File: config.mk
export PLATFORM = sky130hd
export DESIGN_NAME = alu_issue_stage
export DESIGN_NICKNAME = d
export VERILOG_FILES = /design/src/rtl/alu_issue_pkg.sv /design/src/rtl/issue_skid.sv /design/src/rtl/alu_issue_stage.sv
export SDC_FILE = /design/constraint.sdc
export NUM_CORES = 1
export LEC_CHECK = 0
export CAP_MARGIN = 0
export CORE_ASPECT_RATIO = 1.1
export CORE_MARGIN = 4
export CORE_UTILIZATION = 43
export DETAILED_ROUTE_END_ITERATION = 16
export GPL_TIMING_DRIVEN = 0
export PLACE_DENSITY_LB_ADDON = 0.08
export SYNTH_ARGS = -nofsm -noshare
export SYNTH_HDL_FRONTEND = slang
export SYNTH_SLANG_ARGS = --single-unit
File: constraint.sdc
create_clock -name clk -period 4.3 [get_ports clk]
set_input_delay 0.645 -clock clk [delete_from_list [all_inputs] [get_ports clk]]
set_output_delay 0.645 -clock clk [all_outputs]
set_load 0.01 [all_outputs]
File: src/rtl/alu_issue_pkg.sv
// Shared ALU issue definitions: default widths and ALU opcode codes.
package alu_issue_pkg;

  localparam int ALU_DATA_W = 32;
  localparam int ALU_REG_AW = 5;
  localparam int ALU_OP_W   = 5;

  typedef enum logic [ALU_OP_W-1:0] {
    ALUOP_ADD = 5'd0,
    ALUOP_SUB = 5'd1,
    ALUOP_AND = 5'd2,
    ALUOP_OR  = 5'd3,
    ALUOP_XOR = 5'd4,
    ALUOP_SHL = 5'd5,
    ALUOP_SHR = 5'd6,
    ALUOP_DIV = 5'd7,
    ALUOP_SLT = 5'd8
  } aluop_e;

endpackage

File: src/rtl/issue_skid.sv
// One-entry skid register. The input is ready whenever the entry is empty, so
// in_ready is a pure register output. While the entry is empty the input passes
// straight through to the output side.
module issue_skid #(
  parameter int W = 8
) (
  input  logic         clk,
  input  logic         rst,
  input  logic         in_valid,
  output logic         in_ready,
  input  logic [W-1:0] in_data,
  output logic         out_valid,
  input  logic         out_ready,
  output logic [W-1:0] out_data
);

  logic         full_q, full_d;
  logic [W-1:0] data_q, data_d;

  assign in_ready  = !full_q;
  assign out_valid = full_q || in_valid;
  assign out_data  = full_q ? data_q : in_data;

  // Park an accepted item when the consumer stalls; release it on out_ready.
  always_comb begin
    full_d = full_q;
    data_d = data_q;
    if (full_q) begin
      if (out_ready) full_d = 1'b0;
    end else if (in_valid && !out_ready) begin
      full_d = 1'b1;
      data_d = in_data;
    end
  end

  // Skid state register.
  always_ff @(posedge clk or posedge rst) begin
    if (rst) begin
      full_q <= 1'b0;
      data_q <= '0;
    end else begin
      full_q <= full_d;
      data_q <= data_d;
    end
  end

endmodule

File: src/rtl/alu_issue_stage.sv
// Decode-to-execute issue stage: operand resolve with ALU bypass, shift-amount
// mask, registered ALU bundle, one-entry skid so dec_ready is registered.
// Optional ALU_ISSUE_DIV0_TRAP_EN: drop DIV-by-zero ops and pulse ex_trap.
module alu_issue_stage
  import alu_issue_pkg::*;
#(
  parameter int DATA_W = ALU_DATA_W,
  parameter int REG_AW = ALU_REG_AW,
  parameter int OP_W   = ALU_OP_W
) (
  input  logic              clk,
  input  logic              rst,
  input  logic              dec_valid,
  output logic              dec_ready,
  input  logic [OP_W-1:0]   dec_aluOp,
  input  logic [REG_AW-1:0] dec_rd,
  input  logic [REG_AW-1:0] dec_rs1,
  input  logic [REG_AW-1:0] dec_rs2,
  input  logic              dec_useImm,
  input  logic [DATA_W-1:0] dec_imm,
  input  logic [DATA_W-1:0] rs1_data,
  input  logic [DATA_W-1:0] rs2_data,
  input  logic [DATA_W-1:0] fwd_data,
  output logic              ex_valid,
  input  logic              ex_ready,
  output logic [OP_W-1:0]   ex_aluOp,
  output logic [DATA_W-1:0] ex_in1,
  output logic [DATA_W-1:0] ex_in2,
  output logic [REG_AW-1:0] ex_rd,
  output logic              ex_trap
);

  localparam int PW = OP_W + 2*DATA_W + REG_AW + 1;

  logic [DATA_W-1:0] op1, op2, in2_sel, in2_fin;
  logic              trap_det;
  logic              s_ready, s_valid, load;
  logic [PW-1:0]     s_in, s_out;
  logic [OP_W-1:0]   s_op;
  logic [DATA_W-1:0] s_in1, s_in2;
  logic [REG_AW-1:0] s_rd;
  logic              s_trap;

  logic              ex_valid_q, ex_valid_d;
  logic [OP_W-1:0]   ex_op_q, ex_op_d;
  logic [DATA_W-1:0] ex_in1_q, ex_in1_d, ex_in2_q, ex_in2_d;
  logic [REG_AW-1:0] ex_rd_q, ex_rd_d;
  logic              ex_trap_q, ex_trap_d;

  // Operand resolve: r0 is zero, then bypass from the op held in ex_*, then regfile.
  always_comb begin
    op1 = rs1_data;
    if (dec_rs1 == '0) op1 = '0;
    else if (ex_valid_q && dec_rs1 == ex_rd_q) op1 = fwd_data;
    op2 = rs2_data;
    if (dec_rs2 == '0) op2 = '0;
    else if (ex_valid_q && dec_rs2 == ex_rd_q) op2 = fwd_data;
    in2_sel = dec_useImm ? dec_imm : op2;
    in2_fin = in2_sel;
    if (dec_aluOp == OP_W'(ALUOP_SHL) || dec_aluOp == OP_W'(ALUOP_SHR))
      in2_fin = {{(DATA_W-5){1'b0}}, in2_sel[4:0]};
  end

`ifdef ALU_ISSUE_DIV0_TRAP_EN
  assign trap_det = (dec_aluOp == OP_W'(ALUOP_DIV)) && (in2_fin == '0);
`else
  assign trap_det = 1'b0;
`endif

  // Operands are resolved before the skid, so a parked op keeps the bypass
  // value seen while the stalled ex_* op was stable.
  assign s_in = {dec_aluOp, op1, in2_fin, dec_rd, trap_det};
  assign load = !ex_valid_q || ex_ready;

  issue_skid #(.W(PW)) u_skid (
    .clk       (clk),
    .rst       (rst),
    .in_valid  (dec_valid),
    .in_ready  (s_ready),
    .in_data   (s_in),
    .out_valid (s_valid),
    .out_ready (load),
    .out_data  (s_out)
  );

  assign {s_op, s_in1, s_in2, s_rd, s_trap} = s_out;
  assign dec_ready = s_ready;

  // Output register next state: load when free or draining, else hold.
  always_comb begin
    ex_valid_d = ex_valid_q;
    ex_op_d    = ex_op_q;
    ex_in1_d   = ex_in1_q;
    ex_in2_d   = ex_in2_q;
    ex_rd_d    = ex_rd_q;
    ex_trap_d  = 1'b0;
    if (load) begin
      ex_valid_d = s_valid && !s_trap;
      ex_trap_d  = s_valid && s_trap;
      if (s_valid && !s_trap) begin
        ex_op_d  = s_op;
        ex_in1_d = s_in1;
        ex_in2_d = s_in2;
        ex_rd_d  = s_rd;
      end
    end
  end

  // Output register.
  always_ff @(posedge clk or posedge rst) begin
    if (rst) begin
      ex_valid_q <= 1'b0;
      ex_op_q    <= '0;
      ex_in1_q   <= '0;
      ex_in2_q   <= '0;
      ex_rd_q    <= '0;
      ex_trap_q  <= 1'b0;
    end else begin
      ex_valid_q <= ex_valid_d;
      ex_op_q    <= ex_op_d;
      ex_in1_q   <= ex_in1_d;
      ex_in2_q   <= ex_in2_d;
      ex_rd_q    <= ex_rd_d;
      ex_trap_q  <= ex_trap_d;
    end
  end

  assign ex_valid = ex_valid_q;
  assign ex_aluOp = ex_op_q;
  assign ex_in1   = ex_in1_q;
  assign ex_in2   = ex_in2_q;
  assign ex_rd    = ex_rd_q;
  assign ex_trap  = ex_trap_q;

endmodule

* Word-level counts from Yosys, hierarchy flattened
Index checks and enable logic that the tools add are counted.
** Cells by class
- $lt $le $gt $ge :: 0
- Reduce and logical (&&, ||, !) cells :: 16
- Divide/modulo/power cells :: 0
- Mux-type cells :: 11
- Multipliers :: 0
- Equality and inequality tests :: 4
- Shift-type cells :: 0
- Bitwise operators :: 1
- $add $sub $neg :: 0
** Operators by type and width (number)
- 2-to-1 mux 32 bit :: 6
- 2-to-1 mux 75 bit :: 1
- == test 5 x 3 -> 1 bit, second input constant :: 2
- == test 5 bit :: 2
- logical NOT 5 bit :: 2
- logical AND 1 bit :: 5
- logical NOT 1 bit :: 4
- 2-to-1 mux 1 bit :: 4
- AND reduction 2 bit :: 2
- logical OR 1 bit :: 3
- NOT 1 bit :: 1
** Word-level totals
- Output and inout port bits :: 77
- Bits in read-only memories :: 0
- Input bits :: 153
- Bits in latches :: 0
- Register bits :: 151
- Memories kept :: 0
- Bits in writable memories :: 0
- Logic and storage cells :: 40

* Logic depth before layout (Yosys ltp)
Gate-level depths: netlist of the first run.
- Depth in word-level cells :: 10
- Depth in mapped cells :: 7
- Mapped depth without buffers :: 5

* Hierarchy
Synthesis of the first run repeated with hierarchy kept, for this count alone.
** Second synthesis, totals
- Cells, all modules :: 734
- Area total of the unflattened synthesis :: 8531.9 um^2
** By module, submodules not included
- alu_issue_stage :: area an instance 4783.3 um^2, cells an instance 486, sequential area each 1901.8 um^2, times used 1
- issue_skid :: area an instance 3748.6 um^2, cells an instance 248, sequential area each 1901.8 um^2, times used 1

* Worst setup path after synthesis of the first run
No wires, ideal clock.
- Path kind :: input to register
- From :: input port dec_rs2[4]
- To :: register ex_in2_q[0] (netlist: ex_in2[0])
- Buffers on the path :: 2
- Stages on the path :: 7
- Library setup time :: 0.082 ns
- Setup slack :: 2.284 ns
- Required time :: 4.218 ns
- Arrival time :: 1.934 ns
- Cells stage by stage :: xor2_1 -> nor4_1 -> and3_1 -> buf_6 -> buf_12 -> mux2_2 -> a31oi_1
** Between the ends
- Longest elaborated chain between the ends :: 7
- Elaborated cells on any way between the ends :: 8
- Classes of those cells :: eq/ne: 1; mux: 5; reduce/logical: 2
** Ends and longest elaborated chain
- from (decl) :: line alu_issue_stage.sv:18 : input logic [REG_AW-1:0] dec_rs2,
- == test 5 bit :: line alu_issue_stage.sv:57 : else if (ex_valid_q && dec_rs2 == ex_rd_q) op2 = fwd_data;
- logical AND 1 bit :: line alu_issue_stage.sv:57
- 2-to-1 mux 32 bit :: line alu_issue_stage.sv:57
- 2-to-1 mux 32 bit (*) :: line alu_issue_stage.sv:56 : if (dec_rs2 == '0) op2 = '0;
- 2-to-1 mux 32 bit (*) :: line alu_issue_stage.sv:58 : in2_sel = dec_useImm ? dec_imm : op2;
- 2-to-1 mux 32 bit (*) :: line alu_issue_stage.sv:60 : if (dec_aluOp == OP_W'(ALUOP_SHL) || dec_aluOp == OP_W'(ALUOP_SHR))
- 2-to-1 mux 75 bit (*) :: line issue_skid.sv:22 : assign out_data = full_q ? data_q : in_data;
- to (signal assigned) :: line alu_issue_stage.sv:122 : ex_in2_q <= ex_in2_d;
- to (decl) :: line alu_issue_stage.sv:46 : logic [DATA_W-1:0] ex_in1_q, ex_in1_d, ex_in2_q, ex_in2_d;
Every way passes the cells marked *; elsewhere a longest branch is shown, timed or not.
A chain may end at the register's enable or synchronous reset.

* Final worst setup path of the first run
- From :: register u_skid.full_q
- To :: output port dec_ready
** Between the ends
- Longest elaborated chain between the ends :: 1
** Ends and longest elaborated chain
- from (decl) :: line issue_skid.sv:17 : logic full_q, full_d;
- from (signal assigned) :: line issue_skid.sv:42 : full_q <= full_d;
- logical NOT 1 bit :: line issue_skid.sv:20 : assign in_ready = !full_q;
- to (decl) :: line alu_issue_stage.sv:14 : output logic dec_ready,
Every way passes these cells.

==> impl_metrics.py, run 1 <==
metrics = {
    "yosys": {
        "yosys_most_used_dff": "dfrtp_1",
        "synth_area_leader_cell": "dfrtp_1",
        "netlist_top_cells_area": "dfrtp_1 49%, mux2i_1 9.1%, nor2_1 6.0%, nand2_1 5.4%, a21oi_1 3.2%",
        "synth.most_common_cell": "dfrtp_1",
        "ys_types": 37,
        "synth_top_area_share_pct": 49.3,
        "synthTopCellsByCount": "150 x dfrtp_1, 121 x nor2_1, 110 x nand2_1",
        "synth_warnings": 0,
        "synth_edf_count": 0,
        "syn_area_um2": 7620,
        "synthCells": 805,
        "avgSynthCellArea_um2": 9.46,
        "syn_nets": 958,
        "seq_area_frac_synth_pct": 49.3,
        "synthArstFlopShare_pct": 100,
        "ys_ff_latch": 150,
    },
    "placed_design": {
        "gp_congestion": 0.857,
        "hpwlAfterDp_mm": 19.9,
        "pre_cts_ws_ps": 1410,
        "port_buffers": 228,
    },
    "timing": {
        "fin_crit_sh_pct": 76.0,
        "slew_headroom_pct": 48.5,
        "finalMaxSlewViolations": 0,
        "worstMarginPinSlew_ps": 772,
        "finalHoldViolations": 0,
        "whs_ps": 479,
        "layout_setup_ws_ps": 1030,
        "period_minus_slack_ps": 3270,
        "tns_ps": 0,
        "fin_skew_ps": 8.58,
        "rsz0062_at_grt": "no",
        "setup_viol": 0,
        "max_freq_mhz": 306,
    },
    "run_status": {
        "outcome": "finished, final reports clean",
    },
    "setup_path": {
        "endpoint_kind": "primary output",
        "path_cells": "buf_2 -> inv_1 -> buf_2 -> clkbuf_1 -> clkdlybuf4s50_1",
        "required_ps": 3650,
        "crit_path_top_delay_cell": "clkdlybuf4s50_1",
        "path_common_cell": "buf_2",
        "cp_num_buf_inv": 5,
        "crit_fanout": 10,
        "crit_type": "reg2out",
        "cpPeakStageDelay_ps": 640,
        "cp.arrival_ps": 2620,
        "cp-start-kind": "register",
        "worst_path_dominant_cell_family": "buffers and inverters",
    },
    "clock_network": {
        "post_cts_resized": 0,
        "clk_pin_slew_worst_paths_ps": 60,
        "clk_latency_ps": 430,
        "ctsHoldBuffers": 0,
        "cts-root-buf": "clkbuf_16",
        "cts_made_buffers": 17,
        "post-cts-setup-buffers": 0,
        "h-tree-depth": 4,
        "clockBufferDepth": 2,
        "cts_tree": "yes",
        "clock_sinks": 150,
    },
    "layout": {
        "nets": 1209,
        "n_fill_cell": 1509,
        "num_antenna_cells": 0,
        "syn2layout_area_growth_pct": 42.4,
        "drive_above_1_share_pct": 6.55,
    },
    "global_route": {
        "grt_start_max_net_pins": 39,
        "grt_overflow": 0,
        "antenna_found_initial": 0,
        "grt_first_pass_wirelength_mm": 41.6,
        "grt_pass1_vias": 7383,
        "grt_usage_pct": 26.9,
    },
    "drt": {
        "post-route-drc-count": 0,
        "antenna_left": 0,
        "drt-pass1-iter-count": 5,
        "drt-initial-drc-count": 682,
        "viasPerCell": 5.72,
        "routed_wl_mm": 27.0,
        "dr_wl_met2_mm": 12.6,
        "wl_met3_mm": 2.19,
        "met1_length_mm": 11.5,
        "top_layer": "met4",
        "wl_per_cell_um": 20.7,
        "vias": 7449,
    },
    "floorplan": {
        "core_area_um2": 17200,
        "die_w_um": 135,
        "fp.dieH_um": 148,
        "initial_core_util_pct": 44.3,
        "rows": 50,
        "die-area_um2": 19900,
        "ios": 230,
    },
    "power_and_ir_drop": {
        "p_leak_nw": 4.28,
        "powerDensity_nw_per_um2": 429,
        "ir_worst_vdd_mv": 0.268,
    },
    "hold_path": {
        "min_path_type": "reg2reg",
    },
    "job": {
        "cap_violations": 0,
    },
}
-- final timing paths --
path	end	cells after the start	startpoint	slack, ps
max in group asynchronous	ex_rd[3]	5	rst	2740
min reg2reg	u_skid.data_q[47]	2	u_skid.data_q[47]	480
min in group asynchronous	ex_in1[12]	2	rst	520
max reg2reg	ex_in2[21]	6	u_skid.full_q	1960
min	u_skid.data_q[47]	2	u_skid.data_q[47]	480
max	dec_ready	5	u_skid.full_q	1030
-- routing by layer --
layer | up-vias | GRT usage (%)
met5 | - | 0
met4 | 0 | 7.64
met3 | 48 | 7.28
met2 | 351 | 42.8
met1 | 3625 | 36.2
li1 | 3425 | -
-- through the flow --
| stage | total power [W] | instances | util, % | instance area, um^2 |
|---|---|---|---|---|
| after global placement | 0.00319 | 1267 | 59.3 | 10200 |
| after CTS | 0.00467 | 1303 | 63.0 | 10800 |
| after floorplan | 0.00253 | 805 | - | 7620 |
| after global routing | 0.00490 | 1303 | 63.0 | 10800 |
| final | 0.00466 | 1303 | 63.0 | 10800 |
| after detailed placement | 0.00322 | 1271 | 59.7 | 10300 |
-- cell type report --
cell class              instances  area [um^2]  area share [%]
flip-flops and latches        150         3750            34.6
well taps                     234          293            2.70
multi-input cells             579         3470            32.0
clock buffers                  18          429            3.96
repair buffers                232         2360            21.8
clock inverters                14          140            1.29
inverters                       2         11.3           0.104
plain buffers                  74          384            3.54
-- state kept, by name (all words and copies together), names as in the netlist --
| name | count |
|---|---|
| ex_aluOp | 5 |
| ex_in1 | 32 |
| ex_rd | 5 |
| ex_in2 | 32 |
| ex_valid | 1 |
| u_skid.data_q | 74 |
| u_skid.full_q | 1 |
-- kinds of logic after synthesis --
logic type,Yosys count,synth area share [%]
other,1,0.0492
flip-flops,150,49.3
XOR/XNOR,11,1.27
buffers and inverters,76,5.14
AO/OA/AOI/OAI,245,21.4
multiplexers,74,9.81
AND/OR/NAND/NOR,248,13.0
-- worst reg2reg max path, delay by kind of cell (launching register included) --
kind	cells	cell delay, ps
buf+inv	3	1300
compound gates	3	590
flops	1	350
-- report_power, final --
group	internal, W	leakage (nW)	total, W	switching, W
Sequential	0.00171	1.80	0.00191	0.000192
Clock	0.000813	0.275	0.00146	0.000645
Combinational	0.000653	2.21	0.00129	0.000640
Total	0.00318	4.28	0.00466	0.00148
-- layout by cell type, fill, tap and decap left out, types with 2 or more instances in the layout --
cell / instances
dfrtp_1: 150
buf_6: 4
o22ai_1: 32
clkbuf_1: 43
nor2_1: 121
nor4_1: 2
a31oi_1: 5
mux2i_1: 69
clkbuf_16: 17
buf_2: 16
buf_1: 7
or3_1: 6
o32ai_1: 26
buf_12: 7
xnor2_1: 3
mux2_2: 5
inv_6: 6
xor2_1: 8
buf_4: 2
clkdlybuf4s50_1: 228
o21ai_0: 46
clkinvlp_4: 3
o221ai_1: 27
clkinv_4: 3
a211oi_1: 27
a21oi_1: 48
nand2_1: 110
and3_1: 2
o211ai_1: 28
o21ai_1: 3
Power figures use the tool's default switching activity.
==> inputs of run 2 (changes only) <==
--- a/config.mk
+++ b/config.mk
@@ -8,7 +8,7 @@
 export CAP_MARGIN = 0
 export CORE_ASPECT_RATIO = 1.1
 export CORE_MARGIN = 4
-export CORE_UTILIZATION = 43
+export CORE_UTILIZATION = 48
 export DETAILED_ROUTE_END_ITERATION = 16
 export GPL_TIMING_DRIVEN = 0
 export PLACE_DENSITY_LB_ADDON = 0.08
==> constraint.sdc (replaced) <==
create_clock -name clk -period 3.05 [get_ports clk]
set_input_delay 0.4575 -clock clk [delete_from_list [all_inputs] [get_ports clk]]
set_output_delay 0.4575 -clock clk [all_outputs]
set_load 0.01 [all_outputs]
==> impl_metrics.py, run 2 (synthesis results as in run 1) <==
metrics = {
    "timing": {
        "worstMarginPinSlew_ps": 779,
        "layout_setup_ws_ps": 350,
        "fin_skew_ps": 11.2,
        "max_freq_mhz": 370,
        "fin_crit_sh_pct": 88.5,
        "period_minus_slack_ps": 2700,
        "slew_headroom_pct": 48.1,
        "finalMaxSlewViolations": 0,
        "finalHoldViolations": 0,
        "setup_viol": 0,
        "whs_ps": 471,
        "rsz0062_at_grt": "no",
    },
    "global_route": {
        "grt_overflow": 0,
        "grt_start_max_net_pins": 37,
        "antenna_found_initial": 0,
        "grt_usage_pct": 29.4,
        "grt_first_pass_wirelength_mm": 40.9,
        "grt_pass1_vias": 7432,
    },
    "clock_network": {
        "ctsHoldBuffers": 0,
        "cts_tree": "yes",
        "clk_latency_ps": 430,
        "post_cts_resized": 0,
        "post-cts-setup-buffers": 0,
        "cts-root-buf": "clkbuf_16",
        "clockBufferDepth": 2,
        "clk_pin_slew_worst_paths_ps": 60,
        "clock_sinks": 150,
        "h-tree-depth": 4,
        "cts_made_buffers": 17,
    },
    "power_and_ir_drop": {
        "p_leak_nw": 4.29,
        "ir_worst_vdd_mv": 0.427,
        "powerDensity_nw_per_um2": 618,
    },
    "setup_path": {
        "required_ps": 2590,
        "crit_type": "reg2out",
        "cp-start-kind": "register",
        "r2r_slack_ps": 720,
        "cp.arrival_ps": 2240,
        "endpoint_kind": "primary output",
        "r2r_cells": 7,
        "crit_fanout": 19,
    },
    "layout": {
        "nets": 1208,
        "syn2layout_area_growth_pct": 42.2,
        "largest_reg_flops": 74,
        "final_common_cell": "clkdlybuf4s50_1",
        "final_cell_mix": "228 x clkdlybuf4s50_1, 150 x dfrtp_1, 121 x nor2_1, 110 x nand2_1, 69 x mux2i_1",
        "num_antenna_cells": 0,
        "n_fill_cell": 1271,
        "top_register": "u_skid.data_q",
        "final_area_um2": 10800,
        "drive_above_1_share_pct": 6.37,
    },
    "placed_design": {
        "postPlaceCellArea_um2": 10200,
        "port_buffers": 228,
        "gp_congestion": 0.843,
        "hpwlAfterDp_mm": 19.8,
        "pre_cts_ws_ps": 309,
    },
    "floorplan": {
        "fp.dieH_um": 140,
        "rows": 48,
        "core_area_um2": 15600,
        "die_w_um": 128,
        "initial_core_util_pct": 48.8,
        "die-area_um2": 17900,
        "ios": 230,
    },
    "drt": {
        "antenna_left": 0,
        "drt-pass1-iter-count": 5,
        "drt-initial-drc-count": 700,
        "post-route-drc-count": 0,
        "wl_per_cell_um": 21.1,
        "routed_wl_mm": 26.8,
        "vias": 7443,
        "viasPerCell": 5.87,
    },
    "run_status": {
        "outcome": "finished, final reports clean",
    },
    "hold_path": {
        "min_path_type": "in2async",
    },
    "job": {
        "cap_violations": 0,
    },
}
[run 2: changes by cell type in the layout (fill, tap and decap cells not counted), sizes merged]
cell,change
clkinv,-1
inv,-6
bufinv,+2
clkinvlp,+2
clkbuf,+1
[run 2: layer usage]
metal | vias up | wire [um] | global-route usage, %
met5 | - | 0 | 0
met4 | 0 | 716 | 9.22
met3 | 47 | 2050 | 6.56
met2 | 337 | 12800 | 48.0
met1 | 3641 | 11200 | 39.0
li1 | 3418 | - | -
[run 2: area by class of cell]
type                            count  area, um^2  share of cell area (%)
Buffer                             73         380                    3.51
Clock buffer                       20         447                    4.13
Clock inverter                     11         151                    1.40
Inverter                            2        11.3                   0.104
Multi-Input combinational cell    579        3470                    32.1
Sequential cell                   150        3750                    34.7
Tap cell                          200         250                    2.31
Timing Repair Buffer              232        2360                    21.8
[run 2: critical path: stages (launching register included)]
cell,delay (ps)
dfrtp_1,350
buf_2,180
inv_1,220
buf_2,430
clkdlybuf4s50_1,630
[run 2: final timing paths]
check	start	endpoint
max in group asynchronous	rst	ex_rd[3]
worst min register to register	u_skid.data_q[71]	u_skid.data_q[71]
worst min-delay path	rst	ex_in1[12]
worst max-delay path	u_skid.full_q	dec_ready
worst max register to register	ex_rd[2]	u_skid.data_q[33]
min in group clk	u_skid.data_q[71]	u_skid.data_q[71]
[run 2: power breakdown]
group / switching (W) / leakage, nW / internal, W / total (W)
clock network: 0.000865 / 0.279 / 0.00131 / 0.00217
logic: 0.000904 / 2.21 / 0.000920 / 0.00182
registers: 0.000281 / 1.80 / 0.00242 / 0.00270
total: 0.00205 / 4.29 / 0.00465 / 0.00670
[run 2: metrics by stage]
stage / total power [W] / util, % / std cells / setup TNS (ps)
6_report: 0.00670 / 69.3 / 1267 / 0
5_1_grt: 0.00700 / 69.3 / 1267 / 0
4_1_cts: 0.00669 / 69.4 / 1268 / 0
3_5_place_dp: 0.00454 / 65.5 / 1237 / 0
3_3_place_gp: 0.00448 / 65.0 / 1233 / -97110
2_1_floorplan: 0.00356 / - / 805 / 0
